`config.mk`:
```
export PLATFORM = sky130hd
export DESIGN_NAME = xeng_acc_unload_flat
export DESIGN_NICKNAME = d
export VERILOG_FILES = /design/src/rtl/xeng_acc_pkg.sv /design/src/rtl/xeng_acc_unload_if.sv /design/src/rtl/xeng_acc_unload_fifo.sv /design/src/rtl/xeng_acc_unload.sv /design/src/flat_wrapper.sv
export SDC_FILE = /design/constraint.sdc
export NUM_CORES = 2
export LEC_CHECK = 0
export ABC_AREA = 1
export CAP_MARGIN = 20
export CORE_MARGIN = 10
export CORE_UTILIZATION = 45
export DETAILED_ROUTE_END_ITERATION = 7
export GPL_TIMING_DRIVEN = 0
export HOLD_SLACK_MARGIN = 0.03
export PLACE_DENSITY = 0.64
export SLEW_MARGIN = 20
export SYNTH_ARGS = -nofsm -noshare
export SYNTH_HDL_FRONTEND = slang
export SYNTH_SLANG_ARGS = --single-unit
```
`constraint.sdc`:
```
create_clock -name clk -period 8.7 [get_ports clk]
set_input_delay 1.74 -clock clk [delete_from_list [all_inputs] [get_ports clk]]
set_output_delay 1.74 -clock clk [all_outputs]
set_load 0.02 [all_outputs]
```
`src/rtl/xeng_acc_pkg.sv`:
```
// Shared sizing helpers and default constants for the X-engine accumulator unload path.
// The functions let each instance derive widths from its own parameters.
package xeng_acc_pkg;

  function automatic int clog2(input int v);
    int r;
    r = 0;
    while ((1 << r) < v) r++;
    return r;
  endfunction

  function automatic int wbits(input int v);
    return (clog2(v) > 0) ? clog2(v) : 1;
  endfunction

  function automatic int cw_f(input int bw, input int pfb, input int salb);
    return 2 * bw + 1 + pfb + salb;
  endfunction

  function automatic int n_bl_f(input int na);
    return na * ((na >> 1) + 1);
  endfunction

  localparam int N_STOKES  = 2 * 2;
  localparam int CW        = cw_f(4, 2, 7);
  localparam int ACC_WIDTH = N_STOKES * 2 * CW;
  localparam int N_BL      = n_bl_f(32);
  localparam int BLW       = clog2(N_BL);

  typedef enum logic {
    IDLE,
    EMIT
  } unload_state_e;

endpackage

```
`src/rtl/xeng_acc_unload_if.sv`:
```
// Output beat bundle of the accumulator unloader: one Stokes product per beat.
// Master drives data/tags/valid, slave returns ready.
interface xeng_acc_unload_if
  import xeng_acc_pkg::*;
#(
  parameter int DW = 2 * CW,
  parameter int SW = wbits(N_STOKES),
  parameter int BW = BLW
) ();

  logic [DW-1:0] out_data;
  logic [SW-1:0] out_stokes;
  logic [BW-1:0] out_bl;
  logic          out_last;
  logic          out_valid;
  logic          out_ready;

  modport master (
    output out_data,
    output out_stokes,
    output out_bl,
    output out_last,
    output out_valid,
    input  out_ready
  );

  modport slave (
    input  out_data,
    input  out_stokes,
    input  out_bl,
    input  out_last,
    input  out_valid,
    output out_ready
  );

endinterface

```
`src/rtl/xeng_acc_unload_fifo.sv`:
```
// Synchronous word FIFO holding accumulation words with their baseline tags.
// Read data is the head entry, valid whenever empty is low.
module acc_word_fifo
  import xeng_acc_pkg::*;
#(
  parameter int W          = ACC_WIDTH + BLW,
  parameter int DEPTH_BITS = 4
) (
  input  logic         clk,
  input  logic         rst_n,
  input  logic         ce,
  input  logic         wr_en,
  input  logic [W-1:0] wr_data,
  input  logic         rd_en,
  output logic [W-1:0] rd_data,
  output logic         full,
  output logic         empty
);

  localparam int DEPTH = 1 << DEPTH_BITS;

  logic [W-1:0]        mem [DEPTH];
  logic [DEPTH_BITS:0] wr_ptr;
  logic [DEPTH_BITS:0] rd_ptr;

  assign empty = (wr_ptr == rd_ptr);
  assign full  = (wr_ptr[DEPTH_BITS] != rd_ptr[DEPTH_BITS]) &&
                 (wr_ptr[DEPTH_BITS-1:0] == rd_ptr[DEPTH_BITS-1:0]);
  assign rd_data = mem[rd_ptr[DEPTH_BITS-1:0]];

  always_ff @(posedge clk or negedge rst_n) begin
    if (!rst_n) begin
      wr_ptr <= '0;
      rd_ptr <= '0;
    end else if (ce) begin
      if (wr_en) wr_ptr <= wr_ptr + 1'b1;
      if (rd_en) rd_ptr <= rd_ptr + 1'b1;
    end
  end

  // Storage needs no reset; the pointers define what is live.
  always_ff @(posedge clk) begin
    if (ce && wr_en) mem[wr_ptr[DEPTH_BITS-1:0]] <= wr_data;
  end

endmodule

```
`src/rtl/xeng_acc_unload.sv`:
```
// Captures tap-chain accumulation words, tags them by baseline, buffers them
// and serializes each word into per-Stokes beats on a valid/ready port.
module xeng_acc_unload
  import xeng_acc_pkg::*;
#(
  parameter int SERIAL_ACC_LEN_BITS = 7,
  parameter int P_FACTOR_BITS       = 2,
  parameter int BITWIDTH            = 4,
  parameter int N_POLS              = 2,
  parameter int N_ANTS              = 32,
  parameter int FIFO_DEPTH_BITS     = 4
) (
  input  logic                 clk,
  input  logic                 rst_n,
  input  logic                 ce,
  input  logic                 sync_in,
  input  logic [N_POLS*N_POLS*2*
    cw_f(BITWIDTH, P_FACTOR_BITS, SERIAL_ACC_LEN_BITS)-1:0] acc_in,
  input  logic                 valid_in,
  xeng_acc_unload_if.master    dout,
  output logic                 overflow
);

  localparam int NSTK  = N_POLS * N_POLS;
  localparam int CWID  = cw_f(BITWIDTH, P_FACTOR_BITS, SERIAL_ACC_LEN_BITS);
  localparam int DWID  = 2 * CWID;
  localparam int ACCW  = NSTK * DWID;
  localparam int NBL   = n_bl_f(N_ANTS);
  localparam int BLWID = clog2(NBL);
  localparam int SWID  = wbits(NSTK);
  localparam int FWID  = ACCW + BLWID;

  unload_state_e state_q;
  unload_state_e state_d;

  logic [BLWID-1:0] bl_cnt;
  logic [BLWID-1:0] tag;
  logic [FWID-1:0]  rd_data;
  logic             push;
  logic             pop;
  logic             wr_en;
  logic             full;
  logic             empty;
  logic             emit;
  logic             beat;
  logic             last_beat;

  logic [ACCW-1:0]  word_q;
  logic [SWID-1:0]  stokes_q;
  logic [BLWID-1:0] bl_q;
  logic             ovf_q;

  // A sync coincident with a word tags that word as baseline 0.
  assign tag       = sync_in ? '0 : bl_cnt;
  assign push      = ce & valid_in;
  assign wr_en     = push & (~full | pop);
  assign emit      = (state_q == EMIT);
  assign beat      = ce & emit & dout.out_ready;
  assign last_beat = (stokes_q == SWID'(NSTK - 1));

  acc_word_fifo #(
    .W          (FWID),
    .DEPTH_BITS (FIFO_DEPTH_BITS)
  ) u_fifo (
    .clk     (clk),
    .rst_n   (rst_n),
    .ce      (ce),
    .wr_en   (wr_en),
    .wr_data ({tag, acc_in}),
    .rd_en   (pop),
    .rd_data (rd_data),
    .full    (full),
    .empty   (empty)
  );

  always_ff @(posedge clk or negedge rst_n) begin
    if (!rst_n) state_q <= IDLE;
    else        state_q <= state_d;
  end

  always_comb begin
    state_d = state_q;
    pop     = 1'b0;
    unique case (state_q)
      IDLE: begin
        if (ce && !empty) begin
          pop     = 1'b1;
          state_d = EMIT;
        end
      end
      EMIT: begin
        if (beat && last_beat) begin
          if (!empty) pop     = 1'b1;
          else        state_d = IDLE;
        end
      end
      default: state_d = IDLE;
    endcase
  end

  always_ff @(posedge clk or negedge rst_n) begin
    if (!rst_n) begin
      word_q   <= '0;
      stokes_q <= '0;
      bl_q     <= '0;
    end else if (ce) begin
      if (pop) begin
        word_q   <= rd_data[ACCW-1:0];
        bl_q     <= rd_data[FWID-1 -: BLWID];
        stokes_q <= '0;
      end else if (beat) begin
        stokes_q <= last_beat ? '0 : stokes_q + 1'b1;
      end
    end
  end

  // Dropped words still consume a baseline slot.
  always_ff @(posedge clk or negedge rst_n) begin
    if (!rst_n) begin
      bl_cnt <= '0;
      ovf_q  <= 1'b0;
    end else if (ce) begin
      if (push)
        bl_cnt <= (tag == BLWID'(NBL - 1)) ? '0 : tag + 1'b1;
      else if (sync_in)
        bl_cnt <= '0;
      if (push && full && !pop) ovf_q <= 1'b1;
    end
  end

  assign dout.out_data   = word_q[int'(stokes_q)*DWID +: DWID];
  assign dout.out_stokes = stokes_q;
  assign dout.out_bl     = bl_q;
  assign dout.out_valid  = emit;
  assign dout.out_last   = emit & last_beat & (bl_q == BLWID'(NBL - 1));
  assign overflow        = ovf_q;

endmodule

```
`src/flat_wrapper.sv`:
```
// flat-port wrapper written by rule: the top's interface ports become plain ports
module xeng_acc_unload_flat import xeng_acc_pkg::*;
#(
  parameter int SERIAL_ACC_LEN_BITS = 7,
  parameter int P_FACTOR_BITS       = 2,
  parameter int BITWIDTH            = 4,
  parameter int N_POLS              = 2,
  parameter int N_ANTS              = 32,
  parameter int FIFO_DEPTH_BITS     = 4
)
  (clk, rst_n, ce, sync_in, acc_in, valid_in, overflow, dout_out_data, dout_out_stokes, dout_out_bl, dout_out_last, dout_out_valid, dout_out_ready);
  xeng_acc_unload_if #(.DW((2 * CW)), .SW(2), .BW(BLW)) dout_i ();
  input  logic clk;
  input  logic rst_n;
  input  logic ce;
  input  logic sync_in;
  input  logic [N_POLS*N_POLS*2*
    cw_f(BITWIDTH, P_FACTOR_BITS, SERIAL_ACC_LEN_BITS)-1:0] acc_in;
  input  logic valid_in;
  output logic overflow;
  output wire logic [$bits(dout_i.out_data)-1:0] dout_out_data;
  output wire logic [$bits(dout_i.out_stokes)-1:0] dout_out_stokes;
  output wire logic [$bits(dout_i.out_bl)-1:0] dout_out_bl;
  output wire logic [$bits(dout_i.out_last)-1:0] dout_out_last;
  output wire logic [$bits(dout_i.out_valid)-1:0] dout_out_valid;
  input wire logic [$bits(dout_i.out_ready)-1:0] dout_out_ready;
  assign dout_out_data = dout_i.out_data;
  assign dout_out_stokes = dout_i.out_stokes;
  assign dout_out_bl = dout_i.out_bl;
  assign dout_out_last = dout_i.out_last;
  assign dout_out_valid = dout_i.out_valid;
  assign dout_i.out_ready = dout_out_ready;
  xeng_acc_unload #(.SERIAL_ACC_LEN_BITS(SERIAL_ACC_LEN_BITS), .P_FACTOR_BITS(P_FACTOR_BITS), .BITWIDTH(BITWIDTH), .N_POLS(N_POLS), .N_ANTS(N_ANTS), .FIFO_DEPTH_BITS(FIFO_DEPTH_BITS)) u_core (.clk(clk), .rst_n(rst_n), .ce(ce), .sync_in(sync_in), .acc_in(acc_in), .valid_in(valid_in), .dout(dout_i), .overflow(overflow));
endmodule
```
Word-level counts from Yosys, hierarchy flattened. Memories as Yosys holds them, arrays and structs flattened. A register that Yosys moved wholly into a read port is not among the register bits. Index checks and enable logic that the tools add are counted.

Logic and storage cells: 56. Memory bits (read-only): 0. Output and inout port bits: 51. Bits of input ports: 150. Memories kept: 1. RAM bits: 2464. Latch bits: 0. Flip-flop bits (word level): 24.

Eq/ne operators: 6. Muxes and demuxes: 14. Bitwise operators: 9. Add/subtract/negate cells: 4. Shift-type cells: 1. Order comparisons: 0. Divide/modulo/power cells: 0. Reductions and logical operators: 14. Multipliers: 1.

Memories: u_core.u_fifo.mem (depth 16, width 154, rd ports 1, clocked after Yosys merged registers in 1, write ports 1, line xeng_acc_unload_fifo.sv:22) `logic [W-1:0] mem [DEPTH];`.

Operator list (count): $shiftx 144x32->36 (1); $mux 10 (3); $eq 10x10->1 const B (2); $add 10x1->10 const B (1); $add 5x1->5 const B (2); $reduce_and 2->1 (4); $and 1x1->1 (6); $logic_and 1x1->1 (6); $mul 2x4->6 const B (1); $mux 1 (6); $mux 2 (3); $eq 5x5->1 (1); $eq 4x4->1 (1); $pmux 1 s2 (2); $logic_not 1->1 (3); $add 2x1->2 const B (1); $eq 2x2->1 const B (1); $not 1->1 (2); $reduce_bool 2->1 (1); $ne 1x1->1 (1); $or 1x1->1 (1).

Logic depth before layout (Yosys ltp).
Depth after elaboration: 10. Mapped depth: 14.

Cells and area by module. Synthesis repeated with hierarchy kept, for this count alone.

Cells, all modules: 11579. Area, all modules: 114838.9 um2.

By module, submodules not included: acc_word_fifo (area each 107104.0 um2, instances 1, cells each 10586, seq. area each 74241.2 um2); xeng_acc_unload (area each 7734.9 um2, instances 1, cells each 993, seq. area each 4204.0 um2).

Least setup slack after synthesis. OpenSTA, ideal clock, no wires.

Path kind: input -> register. Start: in dout_out_ready. End: mem u_core.u_fifo.mem[10][0] (netlist bit) (enable). Stages: 9. Arrival: 8942 ps. Setup slack: -912 ps. Library setup time: 670 ps. Cell sequence: nand2_1 nor2_1 o21ai_0 inv_1 nor2_1 nand3_1 nand2_1 clkbuf_1 nor2_1.

Word-level cells in the longest chain between the ends: 9.

RTL lines: start: declaration (line flat_wrapper.sv:26) `input wire logic [$bits(dout_i.out_ready)-1:0] dout_out_ready;`; $and 1x1->1 (line xeng_acc_unload.sv:58) `assign beat = ce & emit & dout.out_ready;`; $logic_and 1x1->1 (line xeng_acc_unload.sv:92) `if (beat && last_beat) begin`; $mux 1 (line xeng_acc_unload.sv:92); $pmux 1 s2 (line xeng_acc_unload.sv:84) `unique case (state_q)`; $or 1x1->1 (line xeng_acc_unload.sv:56) `assign wr_en = push & (~full | pop);`; $and 1x1->1 (line xeng_acc_unload.sv:56); $logic_and 1x1->1 (line xeng_acc_unload_fifo.sv:43) `if (ce && wr_en) mem[wr_ptr[DEPTH_BITS-1:0]] <= wr_data;`; $mux 1 (line xeng_acc_unload_fifo.sv:43); $mux 1 (not written as such) (line xeng_acc_unload_fifo.sv:43); end: declaration (line xeng_acc_unload_fifo.sv:22).

No other way between the ends.

Worst setup path in the final report.
Start: reg u_core.stokes_q[0], in the netlist u_core.dout.out_stokes[0]. End: out dout_out_data[26].

Word-level cells in the longest chain between the ends: 2.

RTL lines: start: declaration (line xeng_acc_unload.sv:49) `logic [SWID-1:0] stokes_q;`; start signal: assignment (line xeng_acc_unload.sv:112) `stokes_q <= last_beat ? '0 : stokes_q + 1'b1;`; $mul 2x4->6 (line xeng_acc_unload.sv:131) `assign dout.out_data = word_q[int'(stokes_q)*DWID +: DWID];`; $shiftx 144x32->36 (line xeng_acc_unload.sv:131); end: declaration (line flat_wrapper.sv:21) `output wire logic [$bits(dout_i.out_data)-1:0] dout_out_data;`.

No other way between the ends.

==> run summary <==
EDFF count, synth: 2464
Pins Over Slew Limit: 0
clock share of power: 28.5%
status: finished clean
pwr/cell area: 326 nW/µm²
# rows: 177
Fmax: 0.167 GHz
leak pwr: 41.7 nW
First DRT Iteration DRCs: 8408
most frequent cell after synthesis: edfxtp_1
total of warnings raised by yosys: 0
fin nets: 9456
Post-Synthesis Cells: 8670
Netlist cell types: 28
maxcap violations: 0
CTS max path bufs: 4
WP buf/inv: 4
CP required: 6.96 ns
#FFs+latches synth: 2642
Synth top cells by count: edfxtp_1, nor2_1, nand2_1, o21ai_0, o21ai_1
gr ovfl total: 0
vias in the first global route: 67367
Mapped Nets: 8827
io pins: 201
Antenna Violating Nets Remaining: 0
mean routed wirelength per cell: 25.0 µm
Die X: 503 µm
global placer's final weighted congestion: 0.920
Crit. End Element: primary output
Max VDD drop: 0.238 mV
Yosys top cell area share: 70.5%
fraction of layout cells with a size suffix above 1: 7.28%
internal power: 25.0 mW
relative slew slack: 17.7%
WS Path Type: flip-flop to primary output
Core Area: 232000 µm²
TritonRoute pass-1 iters: 6
DP HPWL: 219000 µm
starting density of the core: 45.2%
Post-CTS Hold Buffers: 0
DRC violations left: 0
Tightest Pin Transition: 1.23 ns
die area: 253000 µm²
hold crit path type: flip-flop to flip-flop
register area share after synthesis: 74.7%
GRT Util Overall: 24.2%
Final Critical Period: 6.00 ns
largest area contributor in the netlist: edfxtp_1
pin count of the biggest net entering global routing: 89
Post-synth ARST share: 6.74%
net switching power: 15.0 mW
RSZ-0062 raised after global routing: no
number of setup buffers added after CTS: 0
Via-to-Cell Ratio: 5.60
Worst Slack Setup Final: 2.70 ns
Clock Skew: 0.0544 ns
CP max FO: 10
final cycle utilization of the critical path: 69.0%
Setup WS pre-CTS: 2.64 ns
IO buf count: 200
critical path's most frequent cell: clkbuf_1
CTS Buf Count: 287
DR vias: 70329
post-CTS sizing: 0
CP top delay family: buffers and inverters
final setup violation count: 0
Avg Cell Area, Syn: 12.1 µm²
CP Cell Sequence: clkbuf_1 -> clkinv_1 -> clkbuf_1 -> o21ai_0 -> o22ai_1 -> clkdlybuf4s50_1
clk slew on worst S/H paths: 0.06 ns
Final Util: 52.9%
CTS tree: built
initial antenna violation count: 20
final hold vios: 0
Switching Share: 37.5%
Seq pwr share: 38.0%
Clock Root Buffer: clkbuf_16
Worst-Skew Late Latency: 0.93 ns
Critical-path top delay cell: o22ai_1
nature of the critical path startpoint: flip-flop
first-pass GRT wire length: 455000 µm
Comb pwr share: 33.5%
clock sink count: 2642
Detailed Route WL: 314000 µm
Max H-tree Level: 5
max incr delay on CP: 0.84 ns
dominant synthesized flop cell: edfxtp_1
area delta synth->final: 16.9%
synthesized area: 105000 µm²
dominant cells by area after synthesis: edfxtp_1, nor2_1, o21ai_0, dfrtp_1, nand2_1
Critical Path AT: 4.26 ns
Die Y-Extent: 503 µm
==> cells in the final DEF (no fill, tap or decap), types with 4 or more instances in the layout <==
cell                n
nor2_1           1937
o22ai_1            38
o21ai_0          1092
buf_12             90
xnor2_1             4
clkbuf_2           14
diode_2             9
nand2_1          1154
buf_16             48
buf_4              25
clkinv_1           67
ha_1                7
bufinv_16          15
buf_2             121
buf_6               4
o211ai_1          308
buf_1              64
xor2_1              9
o21ai_1           531
edfxtp_1         2464
clkdlybuf4s50_1   199
nand3_1           175
clkbuf_16         295
inv_6               7
clkbuf_1          393
dfrtp_1           178
nor2_4             17
clkinv_2           39
inv_1             176
nor2_2              4
==> logic make-up after synthesis <==
logic type,after synthesis,share of synthesized area (%)
XOR/XNOR,13,0.108
AO/OA/AOI/OAI,1973,10.2
buffers and inverters,740,2.90
flip-flops,2642,74.7
adder cells (fa/ha/maj),7,0.0834
AND/OR/NAND/NOR,3295,12.0
==> per-layer routing <==
layer | wire, µm | track usage, % | part of all wire [%]
met1 | 126000 | 32.4 | 40
met2 | 146000 | 38.5 | 46
met3 | 26900 | 4.54 | 8.6
met4 | 15700 | 11.0 | 5.0
met5 | 13 | 0 | 0.0041
==> tightest hold or removal path: stages (launching register included) <==
cell	delay [ns]
dfrtp_1	0.34
nand2_1	0.05
o31ai_1	0.06
==> metrics by stage <==
step                      instance area [µm²]  hold WS [ns]  instances  total power [mW]  setup TNS [ns]
after floorplan                        105000         0.444       8670              22.6        -2212.67
after global placement                 111000         0.464      11913              28.5               -
after detailed placement               114000         0.467      12051              28.7               0
after CTS                              123000         0.481      12540              40.0               0
after global routing                   123000         0.507      12543              41.8               0
final                                  123000         0.485      12551              40.0               0
==> registers in the layout (all words and copies together) (netlist names) <==
signal and cells:
u_core.dout.out_bl 10, u_core.u_fifo.mem 2464, u_core.dout.out_valid 1, u_core.bl_cnt 10
u_core.word_q 144, u_core.u_fifo.rd_ptr 5, u_core.dout.out_stokes 2, u_core.overflow 1
u_core.u_fifo.wr_ptr 5
==> path summary, 6_finish.rpt <==
kind	start	end	slack (ns)	cells after the start
max	u_core.dout.out_stokes[0]$_DFFE_PN0P_	dout_out_data[26]	2.70	6
min	u_core.bl_cnt[0]$_DFFE_PN0P_	u_core.bl_cnt[0]$_DFFE_PN0P_	0.49	2
max reg2reg	u_core.dout.out_stokes[0]$_DFFE_PN0P_	u_core.u_fifo.mem[7][72]$_DFFE_PP_	3.97	15
min reg2reg	u_core.bl_cnt[0]$_DFFE_PN0P_	u_core.bl_cnt[0]$_DFFE_PN0P_	0.49	2
max in group asynchronous	rst_n	u_core.word_q[104]$_DFFE_PN0P_	6.91	3
min in group asynchronous	rst_n	u_core.overflow$_DFFE_PN0P_	0.63	1
==> area by class of cell <==
cell class	count	area [µm²]
Buffer	555	2370
Timing Repair Buffer	340	5160
Fill cell	19170	110000
Clock buffer	364	7670
Multi-Input combinational cell	5288	23600
Sequential cell	2642	78400
Clock inverter	125	971
Tap cell	3043	3810
Antenna cell	9	22.5
Inverter	185	694
==> power groups by stage <==
stage / Clock (mW) / Combinational, mW / Sequential (mW)
floorplan: 0 / 7.29 / 15.3
finish: 11.4 / 13.4 / 15.2
global route: 12.0 / 14.5 / 15.2
detailed placement: 0 / 13.3 / 15.4
CTS: 11.5 / 13.3 / 15.2
global placement: 0 / 12.9 / 15.6
Power figures use the tool's default switching activity.
